<file path="config.mk">
export PLATFORM = sky130hd
export DESIGN_NAME = clock_setter
export DESIGN_NICKNAME = d
export VERILOG_FILES = /design/src/rtl/clock_setter.sv
export SDC_FILE = /design/constraint.sdc
export NUM_CORES = 1
export LEC_CHECK = 0
export ABC_CLOCK_PERIOD_IN_PS = 2400
export CORE_AREA = 2 2 120 122
export CTS_BUF_LIST = sky130_fd_sc_hd__clkbuf_16
export DETAILED_ROUTE_END_ITERATION = 12
export DIE_AREA = 0 0 122 124
export PLACE_DENSITY = 0.56
export SYNTH_ARGS = -nofsm -noshare
export SYNTH_HDL_FRONTEND = slang
export SYNTH_SLANG_ARGS = --single-unit
</file>
<file path="constraint.sdc">
create_clock -name CLOCK_50 -period 2.4 [get_ports CLOCK_50]
set_input_delay 0.48 -clock CLOCK_50 [delete_from_list [all_inputs] [get_ports CLOCK_50]]
set_output_delay 0.48 -clock CLOCK_50 [all_outputs]
set_load 0.1 [all_outputs]
</file>
<file path="src/rtl/clock_setter.sv">
// clock_setter: MM:SS clock with two-button time setting.
// Ports:
//   CLOCK_50      - single clock, all logic on its rising edge
//   RESET         - synchronous active-high reset, highest priority
//   keyMode       - async active-low push-button, cycles RUN -> SET_MIN -> SET_SEC -> RUN
//   keyInc        - async active-low push-button, increments minutes/seconds while setting
//   minDecs/minOnes/secDecs/secOnes - registered BCD digits MM:SS
//   blankMask     - registered per-digit blank request {minDecs, minOnes, secDecs, secOnes}
//   secondsPoint  - registered 1 Hz point, toggles every half second
//   mode          - registered state: RUN=00, SET_MIN=01, SET_SEC=10
module clock_setter #(
  parameter int unsigned CLK_HZ          = 50000000,
  parameter int unsigned DEBOUNCE_CYCLES = 500000
) (
  input  logic       CLOCK_50,
  input  logic       RESET,
  input  logic       keyMode,
  input  logic       keyInc,
  output logic [3:0] minDecs,
  output logic [3:0] minOnes,
  output logic [3:0] secDecs,
  output logic [3:0] secOnes,
  output logic [3:0] blankMask,
  output logic       secondsPoint,
  output logic [1:0] mode
);

  localparam int unsigned HalfCount    = CLK_HZ / 2;
  localparam int unsigned PsW          = (HalfCount > 1) ? $clog2(HalfCount) : 1;
  localparam logic [PsW-1:0] PsLast    = PsW'(HalfCount - 1);
  localparam int unsigned DbW          = (DEBOUNCE_CYCLES > 1) ? $clog2(DEBOUNCE_CYCLES) : 1;
  localparam logic [DbW-1:0] DbLast    = DbW'(DEBOUNCE_CYCLES - 1);

  typedef enum logic [1:0] {
    StRun    = 2'b00,
    StSetMin = 2'b01,
    StSetSec = 2'b10
  } state_e;

  // Increment a base-60 BCD pair, wrapping 59 -> 00.
  function automatic logic [7:0] bcd60_inc(input logic [3:0] tens, input logic [3:0] ones);
    if (ones >= 4'd9) begin
      if (tens >= 4'd5) return 8'h00;
      return {tens + 4'd1, 4'd0};
    end
    return {tens, ones + 4'd1};
  endfunction

  // Key index 0 = mode, 1 = inc.
  logic [1:0]     meta_q, sync_q, stable_q;
  logic [DbW-1:0] db_cnt_q [2];
  logic [1:0]     key_press;

  // A press is the cycle in which a stable-high key is about to be accepted as low.
  always_comb begin
    key_press = 2'b00;
    for (int i = 0; i < 2; i++) begin
      key_press[i] = stable_q[i] && !sync_q[i] && (db_cnt_q[i] == DbLast);
    end
  end

  always_ff @(posedge CLOCK_50) begin
    if (RESET) begin
      meta_q   <= 2'b11;
      sync_q   <= 2'b11;
      stable_q <= 2'b11;
      for (int i = 0; i < 2; i++) db_cnt_q[i] <= '0;
    end else begin
      meta_q <= {keyInc, keyMode};
      sync_q <= meta_q;
      for (int i = 0; i < 2; i++) begin
        if (sync_q[i] == stable_q[i]) begin
          db_cnt_q[i] <= '0;
        end else if (db_cnt_q[i] == DbLast) begin
          stable_q[i] <= sync_q[i];
          db_cnt_q[i] <= '0;
        end else begin
          db_cnt_q[i] <= db_cnt_q[i] + DbW'(1);
        end
      end
    end
  end

  state_e         state_q, state_d;
  logic [PsW-1:0] presc_q;
  logic           point_q, point_d;
  logic [3:0]     blank_q, blank_d;
  logic [3:0]     min_tens_q, min_ones_q, sec_tens_q, sec_ones_q;
  logic           mode_press, inc_press, half_tick, sec_tick, run_restart;
  logic [7:0]     sec_inc, min_inc;

  always_comb begin
    mode_press  = key_press[0];
    // A simultaneous mode press wins; the inc press is dropped.
    inc_press   = key_press[1] && !key_press[0];
    half_tick   = (presc_q == PsLast);
    sec_tick    = half_tick && point_q;
    sec_inc     = bcd60_inc(sec_tens_q, sec_ones_q);
    min_inc     = bcd60_inc(min_tens_q, min_ones_q);
    run_restart = mode_press && (state_q == StSetSec);

    state_d = state_q;
    if (mode_press) begin
      unique case (state_q)
        StRun:    state_d = StSetMin;
        StSetMin: state_d = StSetSec;
        default:  state_d = StRun;
      endcase
    end

    // Re-entering RUN restarts the seconds phase so the first second is full length.
    point_d = point_q;
    if (run_restart)    point_d = 1'b0;
    else if (half_tick) point_d = !point_q;

    // Blank mask is derived from next-state values so it stays aligned with mode/point.
    blank_d = 4'b0000;
    unique case (state_d)
      StSetMin: blank_d = point_d ? 4'b1100 : 4'b0000;
      StSetSec: blank_d = point_d ? 4'b0011 : 4'b0000;
      default:  blank_d = 4'b0000;
    endcase
  end

  always_ff @(posedge CLOCK_50) begin
    if (RESET) begin
      state_q    <= StRun;
      presc_q    <= '0;
      point_q    <= 1'b0;
      blank_q    <= 4'b0000;
      min_tens_q <= 4'd0;
      min_ones_q <= 4'd0;
      sec_tens_q <= 4'd0;
      sec_ones_q <= 4'd0;
    end else begin
      state_q <= state_d;
      point_q <= point_d;
      blank_q <= blank_d;
      if (run_restart || half_tick) presc_q <= '0;
      else                          presc_q <= presc_q + PsW'(1);

      case (state_q)
        StRun: begin
          if (sec_tick) begin
            {sec_tens_q, sec_ones_q} <= sec_inc;
            // Seconds wrapped from 59, so carry into the minutes.
            if (sec_inc == 8'h00) {min_tens_q, min_ones_q} <= min_inc;
          end
        end
        StSetMin: if (inc_press) {min_tens_q, min_ones_q} <= min_inc;
        StSetSec: if (inc_press) {sec_tens_q, sec_ones_q} <= sec_inc;
        default: ;
      endcase
    end
  end

  assign minDecs      = min_tens_q;
  assign minOnes      = min_ones_q;
  assign secDecs      = sec_tens_q;
  assign secOnes      = sec_ones_q;
  assign blankMask    = blank_q;
  assign secondsPoint = point_q;
  assign mode         = state_q;

endmodule

</file>
**Yosys cells after proc, flatten, opt, wreduce, memory -nomap -nowiden**

Memory sizes are Yosys's and may differ from the RTL's.
Index checks and enable logic that the tools add are counted.

- Register bits after elaboration: 54
- RAM bits: 38
- Memories: 1

- Add/subtract/negate cells: 7
- Bitwise operators: 8
- Reductions and logical operators: 21
- Eq/ne operators: 13
- Order comparisons: 4
- Multiplexer cells: 65

Memory list:

| name | words | width | read ports | clocked after Yosys merged registers in | wr ports | line | text |
|---|---|---|---|---|---|---|---|
| db_cnt_q | 2 | 19 | 2 | 0 | 2 | 51 | `logic [DbW-1:0] db_cnt_q [2];` |

Operators by type and width:

| cell | number |
|---|---|
| $mux W19 | 6 |
| $mux W8 | 8 |
| $mux W4 | 11 |
| $pmux W4 S2 | 5 |
| $add A19 B1 Y19 const B | 2 |
| $eq A19 B19 Y1 const B | 2 |
| $mux W1 | 32 |
| $add A25 B1 Y25 const B | 1 |
| $eq A25 B25 Y1 const B | 1 |
| $add A4 B1 Y4 const B | 4 |
| $ge A4 B3 Y1 const B | 2 |
| $ge A4 B4 Y1 const B | 2 |
| $logic_not A8 Y1 | 1 |
| $ne A2 B2 Y1 const B | 4 |
| $logic_and A1 B1 Y1 | 7 |
| $or A1 B1 Y1 | 6 |
| $eq A2 B1 Y1 const B | 2 |
| $eq A2 B2 Y1 const B | 2 |
| $logic_not A1 Y1 | 4 |
| $mux W2 | 2 |
| $pmux W2 S2 | 1 |
| $reduce_and A2 Y1 | 2 |
| $reduce_and A4 Y1 | 1 |
| $reduce_bool A2 Y1 | 2 |
| 6 further kinds | 8 |

**Depth between registers and ports, before layout**

- Depth after elaboration: 10
- Mapped depth: 10

**Worst setup path before layout**

No wires, ideal clock.

- Kind: reg-to-reg
- Start point: reg sec_ones_q[1] (netlist: secOnes[1])
- End point: reg min_tens_q[0] (netlist: minDecs[0])
- Data required time: 2279 ps
- Library setup time: 121 ps
- Arrival time: 2851 ps
- Cell stages (with the launch flop): 9
- Period minus slack after synthesis: 2972 ps
- Slack: -572 ps
- Path buffers: 0
- Path through: dfxtp_1 -> inv_1 -> ha_1 -> or3b_2 -> a211o_1 -> o211ai_1 -> a21o_1 -> nand3_1 -> mux2_2

- Longest elaborated chain between the ends: 6
- Elaborated cells on any way between the ends: 7
- Those cells by class: 1 x add/sub; 1 x order compare; 1 x eq/ne; 2 x mux; 2 x reduce/logical

Ends and longest elaborated chain:

| what | line | text |
|---|---|---|
| from (decl) | 88 | `logic [3:0] min_tens_q, min_ones_q, sec_tens_q, sec_ones_q;` |
| from (signal assigned) | 145 | `{sec_tens_q, sec_ones_q} <= sec_inc;` |
| from (signal assigned) | 151 | `StSetSec: if (inc_press) {sec_tens_q, sec_ones_q} <= sec_inc;` |
| $ge A4 B4 Y1 | 42 | `if (ones >= 4'd9) begin` |
| $mux W1 | 42 |  |
| $mux W8 (*) | 46 | `return {tens, ones + 4'd1};` |
| $logic_not A8 Y1 (*) | 147 | `if (sec_inc == 8'h00) {min_tens_q, min_ones_q} <= min_inc;` |
| $ne A2 B2 Y1 (no source line) (*) | - |  |
| $reduce_and A4 Y1 (no source line) (*) | - |  |
| to (signal assigned) | 147 |  |
| to (signal assigned) | 150 | `StSetMin: if (inc_press) {min_tens_q, min_ones_q} <= min_inc;` |
| to (decl) | 88 |  |

Mark *: on every way between the ends. The rest lies on a longest branch, timed or not.
A chain may end at the register's enable or synchronous reset.

==> key figures <==
Floorplan
  • Die ar.: 15100 sq um
  • Die H: 124 um
  • Chip width: 122 um
  • Initial Utilization: 34.3%
  • # rows: 43
  • IO Pins: 27
  • Core Region: roughly 14000 sq um

Place
  • Port bufs: 26
  • DP HPWL: 7320 um
  • GP Congestion: 0.791
  • DP Cell Count: 763
  • Dpl ws: approximately 38 ps

Drt
  • DR vias: between 3000 and 4000
  • TritonRoute pass-1 iters: 4
  • DRC: 0
  • Drt total wl: 10100 um
  • Mean routed wirelength per cell: 12.9 um
  • Detail Route Antenna Nets: 0
  • DRT iter0 DRCs: 183
  • Via/cell ratio: between 4 and 5

Worst hold path
  • Worst hold start: meta_q[0]
  • Worst Hold Class: reg -> reg
  • Endpoint, Worst Hold: sync_q[0]
  • Hold path cells: 1

STA
  • Fmax: 434 MHz
  • Tcrit/Tclk final: 95.9%
  • Final hold violations: 0
  • Tightest Pin Transition: 530 ps
  • Final setup fails: 0
  • Setup TNS: 0 ps
  • Tmin final: 2300 ps
  • Max Clock Skew: 6.14 ps
  • Final worst setup slack: 97.8 ps
  • Pins over their slew limit: 0
  • Slew Limit Headroom: 64.4%
  • RSZ-0062 raised after global routing: yes

Finish
  • Final non-filler cell total: 785
  • Ratio of cells with drive above 1 in the final layout: 20.3%
  • Nets: 624
  • Ant diodes: 0
  • Synthesis-to-finish area growth: 26.5%

Worst setup path
  • Critical Path AT: about 2600 ps
  • Worst Setup SP: db_cnt_q[0][0]
  • Worst r2r src: db_cnt_q[0][0]
  • R2R setup slack: 100 ps
  • CP Class: reg -> reg
  • CP Max Fanout: 5
  • Startpoint types: register
  • Req. time, crit path: about 2700 ps
  • R2R depth: 7
  • Worst R2R End: secDecs[3]
  • Crit. End Element: register

Run status
  • Outcome: finished, final reports clean

Synthesis
  • Synth area leaders: edfxtp_1, dfxtp_1, nor2_1
  • Post-synth top area share: around 24%
  • Ys async rst share: 0%
  • Syn avg cell area: 9.52 sq um
  • Seq/Total Area, Yosys: 46.3%
  • Top post-synthesis cells by count: nor2_1, dfxtp_1, edfxtp_1
  • Ys flop type: dfxtp_1
  • Yosys warnings: 0
  • Post-Syn Instances: roughly 500
  • Synth cell types: 53
  • Most common cell in the netlist: nor2_1
  • Post-synth top area cell: edfxtp_1
  • Mapped Area: 4710 sq um
  • Yosys reg bits: 90
  • Number of synthesized flops with an enable pin: 38

Global routing
  • Pin count of the biggest net entering global routing: 26
  • Gr ovfl total: 0
  • Initial antenna violation count: 0
  • Vias in the first global route: 3585
  • GR Util All Layers: 14.4%
  • Global-route wire length before repair: 17100 um

Clocking
  • Clk sinks: 90
  • CTS buffer count: 9
  • Clock transition at the registers of the reported paths: 60 ps
  • Root buffer cell: clkbuf_16
  • Max clock buf depth: 2
  • CTS tree: built
  • Worst-Skew Late Latency: ~350 ps
  • H-tree Lvls: 3

Power and ir drop
  • Pwr dens: 548 nW/um^2
  • Total Power: 3.27 mW
  • Leakage: roughly 2.4 nW
  • VDD IR max: 0.000401 V

Flow run
  • Max Cap Viol: 0
## placed cells by master (no fill, tap or decap), types with 8 or more instances in the layout
cell type	count
inv_1	22
nand2_1	33
and3_1	16
xnor2_1	22
clkbuf_16	10
edfxtp_1	38
buf_4	67
nand3_1	30
dfxtp_1	45
a21oi_1	10
conb_1	38
ha_1	17
xor2_1	32
nor2_1	87
nand4_1	19
o21ai_0	8
## per-stage QoR
step                area [sq um]  util (%)  hold slack, ps
finish                      5960      43.4             419
global route                5960      43.4             435
CTS                         5820      42.4             419
detailed placement          5500      40.1             402
global placement            5500      40.1             407
floorplan                   4860         -             389
## routing by layer
metal	global-route usage, %	routed length (um)	vias up
met5	0	0	-
met4	5.39	160	0
met3	3.85	331	11
met2	22.8	4620	48
met1	19.0	5010	1747
li1	-	-	1921
## power by group
| group | leakage (nW) | switching (mW) | internal (mW) |
|---|---|---|---|
| Clock | 0.158 | 0.601 | 0.869 |
| Sequential | 0.816 | 0.0303 | 1.63 |
| Combinational | 1.38 | 0.0719 | 0.0651 |
## area by class of cell
type | instances | area (sq um)
multi-input combinational | 406 | 2590
clock buffer | 10 | 250
timing repair buffer | 71 | 553
inverter | 22 | 82.6
clock inverter | 6 | 62.6
tap | 180 | 225
sequential | 90 | 2190
fill | 1358 | 7760
## sequential cells by signal, summed over array words and instances (netlist names)
register      cells
stable_q          2
sync_q            2
secondsPoint      1
secOnes           4
db_cnt_q         38
presc_q          25
minOnes           4
mode              2
secDecs           4
blankMask         2
meta_q            2
minDecs           4
## cells by family after synthesis
kind of cell               share of synthesized area [%]
AOI/OAI and AO/OA                                   7.30
xor gates and xnor gates                            10.0
adders and majority gates                           5.31
buffers and inverters                               3.69
DFF                                                 46.3
muxes                                               1.09
other                                             0.0796
and+or+nand+nor                                     26.2
## critical path: stages, from the launching register on
cell	delay [ps]
edfxtp_1	410
ha_2	220
and4_2	210
and4_1	200
a2111o_1	460
a211o_1	290
or3_1	320
a21oi_2	130
## how the worst max path moves through the flow
stage	end	slack, ps	cells after the start
2_1_floorplan	minDecs[0]	-30	8
3_3_place_gp	minOnes[2]	70	12
3_5_place_dp	minDecs[1]	40	8
4_1_cts	minDecs[1]	8	8
5_1_grt	minOnes[2]	-20	12
6_report	secDecs[3]	100	7
## what timing repair did
action                     4_1_cts  5_1_grt
resized for setup                1       19
hold buffers                     0        0
setup endpoints to repair        1       48
pin swaps                        0        8
buffers inserted                 0        6
Note: power is estimated with default switching activity, not from simulation.
